**src/rtl/pc_sequencer_if.sv**
```systemverilog
// Bundle between redirect/fetch logic (master) and pc_sequencer (slave).
// Handshake: the current pc is transferred on a rising clk edge where pc_valid && pc_ready are both 1; redirect inputs count only on that edge.
interface pc_sequencer_if #(
  parameter int XLEN = 32
);
  logic            halt;
  logic            resume;
  logic            pc_ready;
  logic            branch_taken;
  logic [15:0]     branch_off;
  logic            jump;
  logic [25:0]     jump_idx;
  logic            jr;
  logic [XLEN-1:0] jr_target;
  logic            call;
  logic            ret;
  logic [XLEN-1:0] pc;
  logic            pc_valid;
  logic [XLEN-1:0] pc_plus;
  logic            ras_ovf;
  logic            ras_unf;
  logic [1:0]      state_dbg;

  modport master (
    output halt, resume, pc_ready, branch_taken, branch_off, jump, jump_idx,
           jr, jr_target, call, ret,
    input  pc, pc_valid, pc_plus, ras_ovf, ras_unf, state_dbg
  );

  modport slave (
    input  halt, resume, pc_ready, branch_taken, branch_off, jump, jump_idx,
           jr, jr_target, call, ret,
    output pc, pc_valid, pc_plus, ras_ovf, ras_unf, state_dbg
  );
endinterface

```
**src/rtl/pc_sequencer.sv**
```systemverilog
// Fetch PC sequencer: BOOT/RUN/HALT control, prioritised next-PC selection.
// Define PC_RAS_EN to build the circular return-address stack used by call/ret.
module pc_sequencer #(
  parameter int              XLEN      = 32,
  parameter logic [XLEN-1:0] RESET_VEC = '0,
  parameter int              INC       = 4,
  parameter int              RAS_DEPTH = 4
) (
  input logic           clk,
  input logic           rst,
  pc_sequencer_if.slave bus
);
  typedef enum logic [1:0] {
    BOOT = 2'd0,
    RUN  = 2'd1,
    HALT = 2'd2
  } state_t;

  localparam logic [XLEN-1:0] INC_V = XLEN'(INC);

  state_t          state;
  logic [XLEN-1:0] pc_q;
  logic            valid_q;
  logic [XLEN-1:0] pc_plus;
  logic [XLEN-1:0] br_ext;
  logic [XLEN-1:0] next_pc;
  logic            advance;
  logic [XLEN-1:0] ras_top;
  logic            ras_ovf_q;
  logic            ras_unf_q;

  assign pc_plus       = pc_q + INC_V;
  assign advance       = valid_q & bus.pc_ready;
  assign bus.pc        = pc_q;
  assign bus.pc_valid  = valid_q;
  assign bus.pc_plus   = pc_plus;
  assign bus.state_dbg = state;
  assign bus.ras_ovf   = ras_ovf_q;
  assign bus.ras_unf   = ras_unf_q;

  always_comb begin
    br_ext  = {{(XLEN-18){bus.branch_off[15]}}, bus.branch_off, 2'b00};
    next_pc = pc_plus;
    if (bus.branch_taken) next_pc = pc_plus + br_ext;
    if (bus.jump)         next_pc = {pc_plus[XLEN-1:28], bus.jump_idx, 2'b00};
    if (bus.jr)           next_pc = bus.jr_target;
`ifdef PC_RAS_EN
    if (bus.ret)          next_pc = ras_top;
`endif
  end

  always_ff @(posedge clk or posedge rst) begin
    if (rst) begin
      state   <= BOOT;
      pc_q    <= RESET_VEC;
      valid_q <= 1'b0;
    end else begin
      case (state)
        BOOT: begin
          state   <= RUN;
          valid_q <= 1'b1;
        end
        RUN: begin
          if (advance) pc_q <= next_pc;
          // halt takes effect on the same edge as an accepted advance
          if (bus.halt) begin
            state   <= HALT;
            valid_q <= 1'b0;
          end
        end
        HALT: begin
          if (bus.resume && !bus.halt) begin
            state   <= RUN;
            valid_q <= 1'b1;
          end
        end
        default: begin
          state   <= BOOT;
          valid_q <= 1'b0;
        end
      endcase
    end
  end

`ifdef PC_RAS_EN
  localparam int AW = $clog2(RAS_DEPTH);
  localparam int CW = AW + 1;

  logic [XLEN-1:0] ras_mem [RAS_DEPTH];
  logic [AW-1:0]   sp;
  logic [CW-1:0]   cnt;
  logic [AW-1:0]   top_idx;
  logic            empty;
  logic            full;
  logic            do_push;
  logic            do_pop;

  // sp addresses the next free slot; the top entry sits one below it
  assign top_idx = sp - AW'(1);
  assign empty   = (cnt == '0);
  assign full    = (cnt == CW'(RAS_DEPTH));
  assign ras_top = empty ? RESET_VEC : ras_mem[top_idx];
  assign do_push = advance & bus.call;
  assign do_pop  = advance & bus.ret;

  always_ff @(posedge clk or posedge rst) begin
    if (rst) begin
      sp        <= '0;
      cnt       <= '0;
      ras_ovf_q <= 1'b0;
      ras_unf_q <= 1'b0;
      for (int i = 0; i < RAS_DEPTH; i++) ras_mem[i] <= '0;
    end else begin
      if (do_pop && empty) ras_unf_q <= 1'b1;
      if (do_push && do_pop && !empty) begin
        ras_mem[top_idx] <= pc_plus;
      end else if (do_push) begin
        ras_mem[sp] <= pc_plus;
        sp          <= sp + AW'(1);
        if (full) ras_ovf_q <= 1'b1;
        else      cnt       <= cnt + CW'(1);
      end else if (do_pop && !empty) begin
        sp  <= sp - AW'(1);
        cnt <= cnt - CW'(1);
      end
    end
  end
`else
  wire unused_ok = &{1'b0, bus.call, bus.ret, RAS_DEPTH[0]};

  assign ras_top   = RESET_VEC;
  assign ras_ovf_q = 1'b0;
  assign ras_unf_q = 1'b0;
`endif
endmodule
```
**src/flat_wrapper.sv**
```systemverilog
// flat-port wrapper written by rule: the top's interface ports become plain ports
module pc_sequencer_flat 
#(
  parameter int              XLEN      = 32,
  parameter logic [XLEN-1:0] RESET_VEC = '0,
  parameter int              INC       = 4,
  parameter int              RAS_DEPTH = 4
)
  (clk, rst, bus_halt, bus_resume, bus_pc_ready, bus_branch_taken, bus_branch_off, bus_jump, bus_jump_idx, bus_jr, bus_jr_target, bus_call, bus_ret, bus_pc, bus_pc_valid, bus_pc_plus, bus_ras_ovf, bus_ras_unf, bus_state_dbg);
  pc_sequencer_if #(.XLEN(XLEN)) bus_i ();
  input logic clk;
  input logic rst;
  input wire logic [$bits(bus_i.halt)-1:0] bus_halt;
  input wire logic [$bits(bus_i.resume)-1:0] bus_resume;
  input wire logic [$bits(bus_i.pc_ready)-1:0] bus_pc_ready;
  input wire logic [$bits(bus_i.branch_taken)-1:0] bus_branch_taken;
  input wire logic [$bits(bus_i.branch_off)-1:0] bus_branch_off;
  input wire logic [$bits(bus_i.jump)-1:0] bus_jump;
  input wire logic [$bits(bus_i.jump_idx)-1:0] bus_jump_idx;
  input wire logic [$bits(bus_i.jr)-1:0] bus_jr;
  input wire logic [$bits(bus_i.jr_target)-1:0] bus_jr_target;
  input wire logic [$bits(bus_i.call)-1:0] bus_call;
  input wire logic [$bits(bus_i.ret)-1:0] bus_ret;
  output wire logic [$bits(bus_i.pc)-1:0] bus_pc;
  output wire logic [$bits(bus_i.pc_valid)-1:0] bus_pc_valid;
  output wire logic [$bits(bus_i.pc_plus)-1:0] bus_pc_plus;
  output wire logic [$bits(bus_i.ras_ovf)-1:0] bus_ras_ovf;
  output wire logic [$bits(bus_i.ras_unf)-1:0] bus_ras_unf;
  output wire logic [$bits(bus_i.state_dbg)-1:0] bus_state_dbg;
  assign bus_i.halt = bus_halt;
  assign bus_i.resume = bus_resume;
  assign bus_i.pc_ready = bus_pc_ready;
  assign bus_i.branch_taken = bus_branch_taken;
  assign bus_i.branch_off = bus_branch_off;
  assign bus_i.jump = bus_jump;
  assign bus_i.jump_idx = bus_jump_idx;
  assign bus_i.jr = bus_jr;
  assign bus_i.jr_target = bus_jr_target;
  assign bus_i.call = bus_call;
  assign bus_i.ret = bus_ret;
  assign bus_pc = bus_i.pc;
  assign bus_pc_valid = bus_i.pc_valid;
  assign bus_pc_plus = bus_i.pc_plus;
  assign bus_ras_ovf = bus_i.ras_ovf;
  assign bus_ras_unf = bus_i.ras_unf;
  assign bus_state_dbg = bus_i.state_dbg;
  pc_sequencer #(.XLEN(XLEN), .RESET_VEC(RESET_VEC), .INC(INC), .RAS_DEPTH(RAS_DEPTH)) u_core (.clk(clk), .rst(rst), .bus(bus_i));
endmodule
```
**config.mk**
```make
export PLATFORM = sky130hd
export DESIGN_NAME = pc_sequencer_flat
export DESIGN_NICKNAME = d
export VERILOG_FILES = /design/src/rtl/pc_sequencer_if.sv /design/src/rtl/pc_sequencer.sv /design/src/flat_wrapper.sv
export SDC_FILE = /design/constraint.sdc
export NUM_CORES = 1
export LEC_CHECK = 0
export CORE_MARGIN = 4
export CORE_UTILIZATION = 47
export CTS_BUF_LIST = sky130_fd_sc_hd__clkbuf_4 sky130_fd_sc_hd__clkbuf_8 sky130_fd_sc_hd__clkbuf_16
export DETAILED_ROUTE_END_ITERATION = 16
export GPL_TIMING_DRIVEN = 0
export MAX_ROUTING_LAYER = met4
export PLACE_DENSITY = 0.87
export SETUP_SLACK_MARGIN = 0.5
export SLEW_MARGIN = 15
export SYNTH_ARGS = -nofsm -noshare
export SYNTH_HDL_FRONTEND = slang
export SYNTH_SLANG_ARGS = --single-unit
```
**constraint.sdc**
```tcl
create_clock -name clk -period 3.65 [get_ports clk]
set_input_delay 0.73 -clock clk [delete_from_list [all_inputs] [get_ports clk]]
set_output_delay 0.73 -clock clk [all_outputs]
set_load 0.02 [all_outputs]
```
==> run_summary.xml <==
<?xml version="1.0" encoding="UTF-8"?>
<metrics>
  <group name="flow_run">
    <metric name="maxCapViolCount" unit="">0</metric>
  </group>
  <group name="grt">
    <metric name="grt_util_all_layers" unit="%">35.4</metric>
    <metric name="grt_start_max_net_pins" unit="">25</metric>
    <metric name="grt_antenna_before_repair" unit="">0</metric>
    <metric name="first_global_vias" unit="">5540</metric>
    <metric name="global_route.overflow_total" unit="">0</metric>
    <metric name="grt_first_pass_wirelength" unit="mm">29.9</metric>
  </group>
  <group name="synth">
    <metric name="synth_ff_type" unit="">sky130_fd_sc_hd__dfrtp_1</metric>
    <metric name="synth_area_per_cell" unit="µm²">7.56</metric>
    <metric name="synthCells" unit="">576</metric>
    <metric name="synth_top_area_cell" unit="">sky130_fd_sc_hd__dfrtp_1</metric>
    <metric name="synthMostInstantiatedCell" unit="">sky130_fd_sc_hd__nand2_1</metric>
    <metric name="synth.yosys.warnings" unit="">0</metric>
    <metric name="syn-cell-area" unit="mm²">0.00436</metric>
    <metric name="ys_top_cells_by_area" unit="">sky130_fd_sc_hd__dfrtp_1 (20%), sky130_fd_sc_hd__ha_1 (10%), sky130_fd_sc_hd__a21oi_1 (6.4%)</metric>
    <metric name="synth_common_cells" unit="">sky130_fd_sc_hd__nand2_1 (59), sky130_fd_sc_hd__a21oi_1 (56), sky130_fd_sc_hd__nor2_1 (52), sky130_fd_sc_hd__ha_1 (36), sky130_fd_sc_hd__dfrtp_1 (34)</metric>
    <metric name="ys_ff_latch" unit="">34</metric>
    <metric name="number_of_enable_flip_flop_cells_after_synthesis" unit="">0</metric>
    <metric name="synth_largest_type_area_fraction" unit="%">19.5</metric>
    <metric name="synth-async-reset-ratio" unit="%">100</metric>
    <metric name="yosysSeqAreaShare" unit="%">19.5</metric>
    <metric name="synth_cell_type_count" unit="">73</metric>
  </group>
  <group name="worst_setup_path">
    <metric name="endpoint_kind" unit="">flop</metric>
    <metric name="timing_worst_setup_path_type" unit="">reg -&gt; reg</metric>
    <metric name="critPathArrivalTime" unit="ns">3.71</metric>
    <metric name="timing.critical_path.from_type" unit="">flop</metric>
    <metric name="crit_path_max_fanout" unit="">5</metric>
    <metric name="worst-r2r-setup-slack" unit="ns">0.12</metric>
    <metric name="required" unit="ns">3.83</metric>
  </group>
  <group name="status">
    <metric name="run_status" unit="">complete, no violations</metric>
  </group>
  <group name="final_layout">
    <metric name="final-instance-count-excl-fill" unit="">896</metric>
    <metric name="area_growth" unit="%">64.8</metric>
    <metric name="n_fill_cell" unit="">577</metric>
    <metric name="post_layout_net_count" unit="">908</metric>
    <metric name="fraction_of_final_layout_cells_sized_beyond_drive_strength_1" unit="%">25.4</metric>
    <metric name="diodes" unit="">0</metric>
  </group>
  <group name="routing">
    <metric name="ant_nets" unit="">0</metric>
    <metric name="avgViaCountPerCell" unit="">6.41</metric>
    <metric name="via_count" unit="">5741</metric>
    <metric name="drcViolationCount" unit="">0</metric>
    <metric name="avgRoutedWirePerCell" unit="µm">22.7</metric>
    <metric name="drt_first_iter_violations" unit="">615</metric>
    <metric name="detailedRoute.firstPassIterationCount" unit="">5</metric>
    <metric name="routed_wl" unit="mm">20.4</metric>
  </group>
  <group name="cts">
    <metric name="cts_htree_levels" unit="">2</metric>
    <metric name="clk_pin_slew" unit="ns">0.09</metric>
    <metric name="post_cts_hold_buffer_count" unit="">0</metric>
    <metric name="clock_path_buffers" unit="">2</metric>
    <metric name="clk-insertion-delay-late" unit="ns">0.30</metric>
    <metric name="cts-root-buf" unit="">sky130_fd_sc_hd__clkbuf_8</metric>
    <metric name="tritoncts_clock_tree" unit="">yes</metric>
    <metric name="cts.sinks" unit="">34</metric>
    <metric name="numCtsBuffers" unit="">5</metric>
  </group>
  <group name="timing">
    <metric name="max_slew_margin" unit="%">44.5</metric>
    <metric name="final-setup-viol-count" unit="">0</metric>
    <metric name="report.final.slew_viol_count" unit="">0</metric>
    <metric name="clock_skew" unit="ns">0.00759</metric>
    <metric name="rsz0062_at_grt" unit="">true</metric>
    <metric name="layout_worst_path_cycle_share" unit="%">96.7</metric>
    <metric name="max_freq" unit="GHz">0.283</metric>
    <metric name="fin_hold_ws" unit="ns">0.533</metric>
    <metric name="period_minus_slack" unit="ns">3.53</metric>
    <metric name="hold_violations_final" unit="">0</metric>
    <metric name="timing_worst_slew_pin_value" unit="ns">0.830</metric>
  </group>
  <group name="power">
    <metric name="ir_drop" unit="V">0.000523</metric>
    <metric name="power.leakage" unit="nW">2.97</metric>
    <metric name="power_per_cell_area" unit="mW/mm²">882</metric>
  </group>
  <group name="place">
    <metric name="dp_hpwl" unit="mm">14.2</metric>
    <metric name="place_congestion" unit="">0.983</metric>
    <metric name="place.port_buffers" unit="">146</metric>
    <metric name="dpl.cell_count" unit="">832</metric>
  </group>
  <group name="floorplan">
    <metric name="chipWidth" unit="µm">104</metric>
    <metric name="design.core.area" unit="mm²">0.00889</metric>
    <metric name="die_height" unit="µm">104</metric>
    <metric name="core_rows" unit="">34</metric>
    <metric name="floorplan.die_area" unit="mm²">0.0109</metric>
    <metric name="top_level_i_o_count" unit="">153</metric>
    <metric name="floorplan.initialDensity" unit="%">49.0</metric>
  </group>
  <group name="worst_hold_path">
    <metric name="path_category_of_the_worst_min_delay_check" unit="">reg -&gt; reg</metric>
  </group>
</metrics>
layer usage:
layer  up-vias  global-route usage, %  wire (µm)  share of wire [%]
li1       2540                      -          -                  -
met5         -                      -          0                  0
met1      2697                   45.3       7900                 39
met3        75                   4.59       2000                9.8
met4         0                   14.3        867                4.3
met2       429                   56.7       9600                 47
cell usage in the layout (no fill, tap or decap), drive strengths merged, types with 8 or more instances in the layout:
master | netlist | final
o21ai | 35 | 35
nand3 | 30 | 30
dfrtp | 34 | 34
clkdlybuf4s50 | 0 | 126
xnor2 | 29 | 29
o211ai | 18 | 18
o21a | 16 | 16
and3 | 11 | 11
xor2 | 15 | 15
a21oi | 58 | 58
dlygate4sd2 | 0 | 8
inv | 16 | 16
a21o | 13 | 13
nand4 | 12 | 12
nand2 | 61 | 61
nor2 | 55 | 55
clkbuf | 24 | 33
ha | 36 | 36
buf | 9 | 67
nor3 | 14 | 14
through the flow:
stage | area, µm² | util (%) | setup WS (ns) | power (W) | setup TNS [ns]
after floorplan | 4550 | - | 0.195 | 0.00343 | 0
after global placement | 6150 | 69.2 | -0.601 | 0.00481 | -2.47
after detailed placement | 6180 | 69.5 | -0.634 | 0.00488 | -3.02
after CTS | 6800 | 76.5 | 0.208 | 0.00577 | 0
after global routing | 7180 | 80.8 | -0.0291 | 0.00664 | -0.0445
final | 7180 | 80.8 | 0.121 | 0.00633 | 0
timing repair:
item,CTS,global route
setup buffers,40,16
resized for setup,62,60
pin swaps,24,19
setup endpoints to repair,39,35
gates cloned,0,0
layout make-up:
| type | count | area [µm²] | area share [%] |
|---|---|---|---|
| Buffer | 33 | 178 | 2.47 |
| Clock buffer | 7 | 90.1 | 1.25 |
| Clock inverter | 1 | 30.0 | 0.418 |
| Inverter | 17 | 63.8 | 0.889 |
| Multi-Input combinational cell | 493 | 3890 | 54.2 |
| Sequential cell | 34 | 866 | 12.1 |
| Tap cell | 108 | 135 | 1.88 |
| Timing Repair Buffer | 203 | 1930 | 26.9 |
cells by family after synthesis:
kind of cell	synth area share, %
buf+inv	5.20
mux	1.15
compound gates	31.3
simple gates	23.1
other cells	0.0861
fa+ha+maj	10.8
flops	19.5
xor+xnor	8.85
power by group:
| group | internal, W | total [W] | leakage, nW | switching, W |
|---|---|---|---|---|
| Clock | 0.000231 | 0.000400 | 0.0619 | 0.000169 |
| Combinational | 0.00236 | 0.00506 | 2.52 | 0.00269 |
| Sequential | 0.000572 | 0.000877 | 0.388 | 0.000305 |
| Total | 0.00317 | 0.00633 | 2.97 | 0.00317 |
flip-flops by register name, summed over array words and instances, names as in the netlist:
name / count
u_core.bus.state_dbg: 2
u_core.bus.pc: 32
worst paths after layout:
path | from | end | cells past startpoint
setup / recovery | u_core.bus.pc[7] | u_core.bus.pc[31] | 15
hold / removal | u_core.bus.pc[1] | u_core.bus.pc[1] | 1
setup reg to reg | u_core.bus.pc[7] | u_core.bus.pc[31] | 15
hold reg to reg | u_core.bus.pc[1] | u_core.bus.pc[1] | 1
max in group asynchronous | rst | u_core.bus.pc[20] | 3
min in group asynchronous | rst | u_core.bus.pc[11] | 2
worst max-delay path, cell delays in order (launching register included):
cell	delay, ns
sky130_fd_sc_hd__dfrtp_2	0.37
sky130_fd_sc_hd__and4_4	0.23
sky130_fd_sc_hd__buf_6	0.12
sky130_fd_sc_hd__nand4_4	0.21
sky130_fd_sc_hd__nor2_4	0.20
sky130_fd_sc_hd__nand2_2	0.13
sky130_fd_sc_hd__xnor2_4	0.18
sky130_fd_sc_hd__ha_4	0.30
sky130_fd_sc_hd__nand2_1	0.07
sky130_fd_sc_hd__or3_4	0.39
sky130_fd_sc_hd__a2111oi_4	0.35
sky130_fd_sc_hd__o211ai_2	0.19
sky130_fd_sc_hd__a21o_2	0.22
sky130_fd_sc_hd__nand4_1	0.16
sky130_fd_sc_hd__mux2i_1	0.21
sky130_fd_sc_hd__nand3_1	0.08
(Power assumes the default switching activity.)
